===== src/rtl/logic_unit_pipe.sv =====
// Registered eight-op bitwise unit with accumulate mode, result flags and saturating txn counter.
// Latency: one cycle. An input accepted at edge N has its result, flags and out_valid visible after edge N.
// Backpressure: single output register with no skid. in_ready drops while a result is held and out_ready is low.
module logic_unit_pipe #(
    parameter int WIDTH = 8,
    parameter int CNT_W = 8
) (
    input  logic             clk,
    input  logic             rst,
    input  logic             in_valid,
    output logic             in_ready,
    input  logic [WIDTH-1:0] a,
    input  logic [WIDTH-1:0] b,
    input  logic [2:0]       op,
    input  logic             acc_mode,
    input  logic             acc_clr,
    output logic             out_valid,
    input  logic             out_ready,
    output logic [WIDTH-1:0] y,
    output logic             zero,
    output logic             ones,
    output logic             parity,
    output logic [WIDTH-1:0] acc_q,
    output logic [CNT_W-1:0] txn_cnt
);

    localparam logic [2:0] OP_AND  = 3'd0;
    localparam logic [2:0] OP_OR   = 3'd1;
    localparam logic [2:0] OP_NOTA = 3'd2;
    localparam logic [2:0] OP_NOTB = 3'd3;
    localparam logic [2:0] OP_NAND = 3'd4;
    localparam logic [2:0] OP_NOR  = 3'd5;
    localparam logic [2:0] OP_XOR  = 3'd6;
    localparam logic [2:0] OP_XNOR = 3'd7;

    logic             out_valid_q, out_valid_d;
    logic [WIDTH-1:0] y_q, y_d;
    logic             zero_q, zero_d;
    logic             ones_q, ones_d;
    logic             parity_q, parity_d;
    logic [WIDTH-1:0] acc_reg_q, acc_reg_d;
    logic [CNT_W-1:0] txn_cnt_q, txn_cnt_d;

    logic             accept;
    logic             consume;
    logic [WIDTH-1:0] opa;
    logic [WIDTH-1:0] result;

    // Only one output register, so a new input can land only when that slot is empty or draining.
    assign in_ready = !out_valid_q || out_ready;
    assign accept   = in_valid && in_ready;
    assign consume  = out_valid_q && out_ready;

    // Clearing the accumulator wins over reading it when both happen in the same cycle.
    assign opa = acc_mode ? (acc_clr ? '0 : acc_reg_q) : a;

    // Bitwise function of the selected operands.
    always_comb begin
        result = '0;
        unique case (op)
            OP_AND:  result = opa & b;
            OP_OR:   result = opa | b;
            OP_NOTA: result = ~opa;
            OP_NOTB: result = ~b;
            OP_NAND: result = ~(opa & b);
            OP_NOR:  result = ~(opa | b);
            OP_XOR:  result = opa ^ b;
            OP_XNOR: result = ~(opa ^ b);
            default: result = '0;
        endcase
    end

    // Next-state for output register, flags, accumulator and counter.
    always_comb begin
        out_valid_d = out_valid_q;
        y_d         = y_q;
        zero_d      = zero_q;
        ones_d      = ones_q;
        parity_d    = parity_q;
        acc_reg_d   = acc_reg_q;
        txn_cnt_d   = txn_cnt_q;

        if (accept) begin
            out_valid_d = 1'b1;
            y_d         = result;
            zero_d      = (result == '0);
            ones_d      = (result == '1);
            parity_d    = ^result;
            if (txn_cnt_q != '1) begin
                txn_cnt_d = txn_cnt_q + 1'b1;
            end
        end else if (consume) begin
            out_valid_d = 1'b0;
        end

        if (accept && acc_mode) begin
            acc_reg_d = result;
        end else if (acc_clr) begin
            acc_reg_d = '0;
        end
    end

    // State registers; reset discards any pending result.
    always_ff @(posedge clk) begin
        if (rst) begin
            out_valid_q <= 1'b0;
            y_q         <= '0;
            zero_q      <= 1'b1;
            ones_q      <= 1'b0;
            parity_q    <= 1'b0;
            acc_reg_q   <= '0;
            txn_cnt_q   <= '0;
        end else begin
            out_valid_q <= out_valid_d;
            y_q         <= y_d;
            zero_q      <= zero_d;
            ones_q      <= ones_d;
            parity_q    <= parity_d;
            acc_reg_q   <= acc_reg_d;
            txn_cnt_q   <= txn_cnt_d;
        end
    end

    assign out_valid = out_valid_q;
    assign y         = y_q;
    assign zero      = zero_q;
    assign ones      = ones_q;
    assign parity    = parity_q;
    assign acc_q     = acc_reg_q;
    assign txn_cnt   = txn_cnt_q;

endmodule


===== config.mk =====
export PLATFORM = sky130hd
export DESIGN_NAME = logic_unit_pipe
export DESIGN_NICKNAME = d
export VERILOG_FILES = /design/src/rtl/logic_unit_pipe.sv
export SDC_FILE = /design/constraint.sdc
export NUM_CORES = 1
export LEC_CHECK = 0
export ABC_AREA = 1
export ABC_CLOCK_PERIOD_IN_PS = 3400
export CAP_MARGIN = 10
export CORE_MARGIN = 2
export CORE_UTILIZATION = 51
export DETAILED_ROUTE_END_ITERATION = 16
export PLACE_DENSITY = 0.81
export SETUP_SLACK_MARGIN = 0.2
export SLEW_MARGIN = 40
export SYNTH_ARGS = -nofsm -noshare
export SYNTH_HDL_FRONTEND = slang
export SYNTH_SLANG_ARGS = --single-unit

===== constraint.sdc =====
create_clock -name clk -period 3.4 [get_ports clk]
set_input_delay 0.68 -clock clk [delete_from_list [all_inputs] [get_ports clk]]
set_output_delay 0.68 -clock clk [all_outputs]
set_load 0.02 [all_outputs]

==> results.py, run 1 <==
metrics = {
    "status": {
        "outcome": "finished, final reports clean",
    },
    "timing": {
        "finalClockSkew_ns": 0.0147,
        "max_slew_margin_pct": 64.7,
        "rsz0062_at_grt": "false",
        "setup_viol": 0,
        "finalHoldViolCount": 0,
        "worst_slack_ns": 0.367,
        "tightestPinTransition_ns": 0.528,
        "min_period_over_period_pct": 89.2,
        "fmax_mhz": 330,
        "finalCriticalPeriod_ns": 3.03,
        "slew_violations": 0,
    },
    "cts": {
        "cts-htree-levels": 1,
        "numCtsBuffers": 3,
        "cts_buffer_depth": 2,
        "hold_buffers": 0,
        "clkTransAtPathRegs_ns": 0.10,
        "clock_sinks": 28,
        "root_buffer": "clkbuf_8",
        "clock_latency_ns": 0.28,
        "tritoncts": "done",
    },
    "critical_path": {
        "rrSetupSlack_ns": 1.07,
        "reg2reg_depth": 17,
        "cp_common_cell": "inv_1",
        "arrival_ns": 3.22,
        "critPathMaxStageDelay_ns": 0.45,
        "path_buf_inv": 7,
        "path_class": "primary input to flop",
        "crit_slowest_cell": "clkdlybuf4s50_1",
        "endpoint_kind": "flop",
        "crit_start": "acc_clr",
        "critPathTopFamily": "buffers and inverters",
        "required_ns": 3.59,
        "cp.depth": 20,
        "path_max_fanout": 16,
        "reg2reg_from": "acc_q[0]$_SDFF_PP0_",
        "worstSetupStartpointType": "primary input",
        "worstSetupEndpoint": "parity$_SDFFE_PP0P_",
        "crit_chain": "clkdlybuf4s50_1 > inv_1 > buf_12 > nand2_1 > nand2_1 > nand2_1 > inv_1 > ha_1 > inv_1 > nor2_1 > nor2_1 > nand3_1 > nor2_2 > nand2_1 > inv_1 > ha_1 > xor2_1 > xnor2_1 > o21ai_1 > inv_1",
        "r2r_end": "parity$_SDFFE_PP0P_",
    },
    "floorplan": {
        "initial_core_util_pct": 52.2,
        "die_area_um2": 5340,
        "rows": 25,
        "die_h_um": 73.1,
        "fp.coreArea_um2": 4660,
        "ios": 54,
        "die_w_um": 73.1,
    },
    "power_and_ir_drop": {
        "power_density_nw_per_um2": 321,
        "irDropWorstVdd_mv": 0.290,
        "leakage_nw": 1.69,
    },
    "yosys": {
        "yosys_warnings": 0,
        "syn_area_per_cell_um2": 5.81,
        "synth_commonest_cells": "116 x nand2_1, 80 x inv_1, 51 x nand3_1",
        "yosys.cell_count.top_type": "nand2_1",
        "synth_top_cell_by_area": "dfxtp_1",
        "syn_inst": 419,
        "synth_edf_count": 0,
        "yosysSeqAreaShare_pct": 23.0,
        "synth_area_um2": 2430,
        "synthArstFlopShare_pct": 0,
        "syn_nets": 461,
        "synthTopCellsByArea": "dfxtp_1 23%, nand2_1 18%, inv_1 12%, nand3_1 10%, ha_1 8.7%",
        "yosysTopAreaCellShare_pct": 23.0,
        "ys.flop_type": "dfxtp_1",
        "synth-seq-cells": 28,
        "synth.distinct_cells": 25,
    },
    "drt": {
        "drt_iter0_drc": 227,
        "routedWlPerCell_um": 12.0,
        "drc": 0,
        "firstDrtPassIters": 5,
        "ant_nets": 0,
        "via_per_inst": 5.11,
        "drt-total-wl_mm": 6.48,
        "via_count": 2758,
    },
    "cells_and_area": {
        "diodes": 0,
        "fillerInstances": 436,
        "drive_gt1_share_pct": 10.3,
        "layout.nets": 529,
        "syn2layout_area_growth_pct": 32.0,
        "fin_util_pct": 69.0,
    },
    "hold_path": {
        "hold_class": "flop to flop",
    },
    "placed_design": {
        "gp_congestion": 0.876,
        "dp_hpwl_mm": 4.90,
        "port_buffers": 53,
        "dp_slack_ns": -0.0803,
    },
    "grt": {
        "antenna_found_initial": 0,
        "grt_start_max_net_pins": 23,
        "grt_pass1_wl_mm": 10.6,
        "grt_pass1_vias": 2532,
        "grt_usage_pct": 24.6,
        "grt_overflow": 0,
    },
    "run": {
        "cap_violations": 0,
    },
}
==> state kept, by name, summed over array words and instances (netlist names) <==
name       count
out_valid      1
txn_cnt        8
zero           1
acc_q          8
ones           1
parity         1
y              8
==> metrics by stage <==
step	hold slack (ns)	instance area, um2	power, mW	cells	TNS, ns
after floorplan	0.551	2430	0.606	419	0
after detailed placement	0.471	3110	0.752	533	-0.0803
final	0.489	3210	1.03	540	0
after global routing	0.536	3210	1.09	540	0
after CTS	0.495	3180	1.01	537	0
after global placement	0.462	3110	0.743	533	0
==> placed cells by master (no fill, tap or decap), types with 2 or more instances in the layout <==
cell type	instances
ha_1	17
o21ai_1	9
nor2_2	9
buf_4	19
inv_1	80
dfxtp_1	28
nand2_1	114
clkbuf_8	3
inv_2	2
nand4_1	5
or2_2	8
clkdlybuf4s50_1	52
xnor2_1	2
nor2_1	49
nand3_1	51
nand2_2	2
o21ai_0	5
a21oi_1	18
xor2_1	3
==> timing repair <==
item | in CTS | in global routing
resized for setup | 1 | 4
pin swaps | 0 | 4
buffers inserted | 0 | 3
endpoints found under the setup margin | 1 | 1
==> per-layer routing <==
metal | up-vias | share of wire, % | GRT usage (%)
li1 | 1423 | - | -
met1 | 1228 | 44 | 31.6
met2 | 97 | 48 | 42.0
met3 | 10 | 6.4 | 3.87
met4 | 0 | 1.1 | 7.82
met5 | - | 0 | 0
==> worst reg2reg max path: cells and delay by family, from the launching register on <==
family          cells  cell delay [ns]
xor+xnor            2             0.31
compound gates      1             0.12
simple gates        8             0.70
fa+ha+maj           2             0.52
buf+inv             4             0.22
flops               1             0.35
==> cells by family after synthesis <==
kind of cell	count (synthesis)	synth area share, %
XOR/XNOR	6	2.16
AND/OR/NAND/NOR	244	44.2
buffers and inverters	92	15.3
adder cells (fa/ha/maj)	17	8.74
flip-flops	28	23.0
AO/OA/AOI/OAI	32	6.58
==> area by class of cell <==
cell class	count	area, um2	share of cell area [%]
clock buffers	3	41.3	1.28
well taps	54	67.6	2.10
repair buffers	73	692	21.5
flip-flops and latches	28	561	17.4
clock inverters	1	30.0	0.934
inverters	82	308	9.58
multi-input cells	299	1520	47.1
==> where the power goes <==
group	internal (mW)	switching (mW)	total, mW
combinational	0.185	0.216	0.402
clock	0.158	0.105	0.263
sequential	0.350	0.0162	0.366
==> worst min path at each step <==
stage	cells past startpoint	endpoint	from	slack, ns
floorplan	2	txn_cnt[3]$_SDFFE_PP0P_	txn_cnt[3]$_SDFFE_PP0P_	0.55
global placement	2	zero$_SDFFE_PP1P_	zero$_SDFFE_PP1P_	0.46
detailed placement	2	zero$_SDFFE_PP1P_	zero$_SDFFE_PP1P_	0.47
CTS	2	zero$_SDFFE_PP1P_	zero$_SDFFE_PP1P_	0.50
global route	2	txn_cnt[3]$_SDFFE_PP0P_	txn_cnt[3]$_SDFFE_PP0P_	0.54
finish	2	zero$_SDFFE_PP1P_	zero$_SDFFE_PP1P_	0.49
Power figures use the tool's default switching activity.
==> inputs of run 2 (changes only) <==
--- a/config.mk
+++ b/config.mk
@@ -6,11 +6,10 @@
 export NUM_CORES = 1
 export LEC_CHECK = 0
 export ABC_AREA = 1
-export ABC_CLOCK_PERIOD_IN_PS = 3400
-export CAP_MARGIN = 10
 export CORE_MARGIN = 2
 export CORE_UTILIZATION = 51
 export DETAILED_ROUTE_END_ITERATION = 16
+export GPL_TIMING_DRIVEN = 1
 export PLACE_DENSITY = 0.81
 export SETUP_SLACK_MARGIN = 0.2
 export SLEW_MARGIN = 40
==> results of run 2 <==
No change in the layout: final DEF, timing and power equal those of run 1.
==> inputs of run 3 (changes only) <==
--- a/config.mk
+++ b/config.mk
@@ -10,7 +10,7 @@
 export CORE_UTILIZATION = 51
 export DETAILED_ROUTE_END_ITERATION = 16
 export GPL_TIMING_DRIVEN = 1
-export PLACE_DENSITY = 0.81
+export PLACE_DENSITY = 0.87
 export SETUP_SLACK_MARGIN = 0.2
 export SLEW_MARGIN = 40
 export SYNTH_ARGS = -nofsm -noshare
==> run 3 against run 2 <==
Largest cell class unchanged; largest power group unchanged; final area rose by 0.43%; critical path type unchanged; count of clock-buffer cells in the layout grew 1; sequential share of layout area shrank 0.074 points.
==> results.py, run 3 (synthesized netlist as in run 1, its figures left out) <==
metrics = {
    "status": {
        "outcome": "finished, final reports clean",
    },
    "placed_design": {
        "placedCellCount": 530,
        "dp_hpwl_mm": 5.05,
        "gp_congestion": 0.976,
        "port_buffers": 53,
        "dp_slack_ns": -0.0227,
    },
    "timing": {
        "rsz0062_at_grt": "false",
        "finalCriticalPeriod_ns": 2.96,
        "max_slew_margin_pct": 62.8,
        "finalHoldViolCount": 0,
        "fmax_mhz": 338,
        "slew_violations": 0,
        "setup_viol": 0,
        "worst_slack_ns": 0.437,
        "finalClockSkew_ns": 0.0104,
        "tightestPinTransition_ns": 0.557,
        "fin_tns_setup_ns": 0,
        "min_period_over_period_pct": 87.1,
    },
    "cts": {
        "tritoncts": "done",
        "clock_sinks": 28,
        "root_buffer": "clkbuf_8",
        "clock_latency_ns": 0.28,
        "cts_buffer_depth": 2,
        "clkTransAtPathRegs_ns": 0.10,
        "cts-htree-levels": 1,
        "numCtsBuffers": 3,
    },
    "drt": {
        "routedWlPerCell_um": 12.3,
        "drt_iter0_drc": 152,
        "via_per_inst": 5.14,
        "via_count": 2793,
        "firstDrtPassIters": 4,
        "drc": 0,
        "drt-total-wl_mm": 6.68,
        "ant_nets": 0,
    },
    "power_and_ir_drop": {
        "p_int_mw": 0.628,
        "clkPwrFrac_pct": 21.3,
        "leakage_nw": 1.70,
        "switching_share_pct": 34.5,
        "p_seq_share_pct": 38.3,
        "power_density_nw_per_um2": 297,
        "irDropWorstVdd_mv": 0.301,
        "netSwitchingPower_mw": 0.330,
        "p_comb_share_pct": 40.5,
    },
    "critical_path": {
        "worstSetupStartpointType": "primary input",
        "crit_slowest_cell": "clkdlybuf4s50_1",
        "required_ns": 3.57,
        "cp_common_cell": "inv_1",
        "endpoint_kind": "flop",
        "reg2reg_depth": 17,
        "reg2reg_from": "acc_q[4]$_SDFF_PP0_",
        "critPathMaxStageDelay_ns": 0.42,
        "path_class": "primary input to flop",
        "path_max_fanout": 3,
        "crit_chain": "clkdlybuf4s50_1 > or2_2 > nand2_2 > inv_1 > ha_1 > inv_1 > nor2_1 > nor2_1 > nand3_1 > nor2_2 > nand2_2 > inv_1 > ha_1 > xor2_1 > xnor2_1 > o21ai_1 > inv_1",
        "rrSetupSlack_ns": 1.06,
        "arrival_ns": 3.13,
        "r2r_end": "parity$_SDFFE_PP0P_",
    },
    "cells_and_area": {
        "final_cell_mix": "114 x nand2_1, 79 x inv_1, 51 x nand3_1, 51 x clkdlybuf4s50_1, 49 x nor2_1",
        "drive_gt1_share_pct": 10.8,
        "layout.cells.non_filler": 543,
        "diodes": 0,
        "fin_util_pct": 69.3,
        "layout.nets": 532,
        "mostFrequentLayoutCell": "nand2_1",
        "syn2layout_area_growth_pct": 32.6,
    },
    "run": {
        "cap_violations": 0,
    },
    "floorplan": {
        "initial_core_util_pct": 52.2,
        "ios": 54,
        "rows": 25,
        "die_h_um": 73.1,
        "die_area_um2": 5340,
        "die_w_um": 73.1,
        "fp.coreArea_um2": 4660,
    },
    "grt": {
        "grt_pass1_vias": 2550,
        "grt_start_max_net_pins": 21,
        "grt_usage_pct": 24.8,
        "antenna_found_initial": 0,
        "grt_overflow": 0,
        "grt_pass1_wl_mm": 10.7,
    },
    "hold_path": {
        "min_from": "zero$_SDFFE_PP1P_",
        "min_to": "zero$_SDFFE_PP1P_",
        "hold_depth": 2,
        "hold_class": "flop to flop",
    },
}
run 3: power by group through the flow:
stage	Clock (mW)	Sequential, mW	Combinational (mW)
after floorplan	0	0.397	0.209
after global placement	0	0.374	0.357
after detailed placement	0	0.375	0.367
after CTS	0.209	0.367	0.368
after global routing	0.219	0.370	0.431
final	0.204	0.367	0.388
run 3: timing repair:
action	CTS	global route
gates resized for setup	0	10
hold endpoints to repair	0	0
setup endpoints to repair	0	1
buffers inserted	0	8
hold buffers	0	0
run 3: routing by layer:
layer / global-route usage, % / vias to the layer above / share of wire [%]
met4: 5.56 / 0 / 1.1
met2: 42.9 / 93 / 49
met3: 3.31 / 8 / 6.4
met5: 0 / - / 0
li1: - / 1436 / -
met1: 32.5 / 1256 / 43
run 3: area by class of cell:
type	instances	area [um2]
multi-input combinational	299	1510
fill	390	1430
timing repair buffer	76	726
sequential	28	561
inverter	82	312
tap	54	67.6
clock buffer	4	55.1
run 3: through the flow:
stage	total power, mW	instance area [um2]	hold WS (ns)
detailed placement	0.742	3070	0.479
global route	1.02	3230	0.528
global placement	0.731	3070	0.476
finish	0.958	3230	0.503
CTS	0.944	3130	0.501
floorplan	0.606	2430	0.551
run 3: worst max-delay path by stage:
stage	from	end	slack [ns]	depth (start not counted)
floorplan	acc_mode	parity$_SDFFE_PP0P_	0.63	17
global placement	acc_mode	parity$_SDFFE_PP0P_	0.04	18
detailed placement	acc_mode	parity$_SDFFE_PP0P_	-0.02	18
CTS	acc_mode	parity$_SDFFE_PP0P_	0.27	18
global route	a[4]	parity$_SDFFE_PP0P_	0.27	17
finish	a[4]	parity$_SDFFE_PP0P_	0.44	17
run 3: worst max-delay path, delay by kind of cell:
family	cells	cell delay (ns)
buf+inv	5	0.62
compound gates	1	0.13
simple gates	7	0.89
fa+ha+maj	2	0.51
xor+xnor	2	0.29
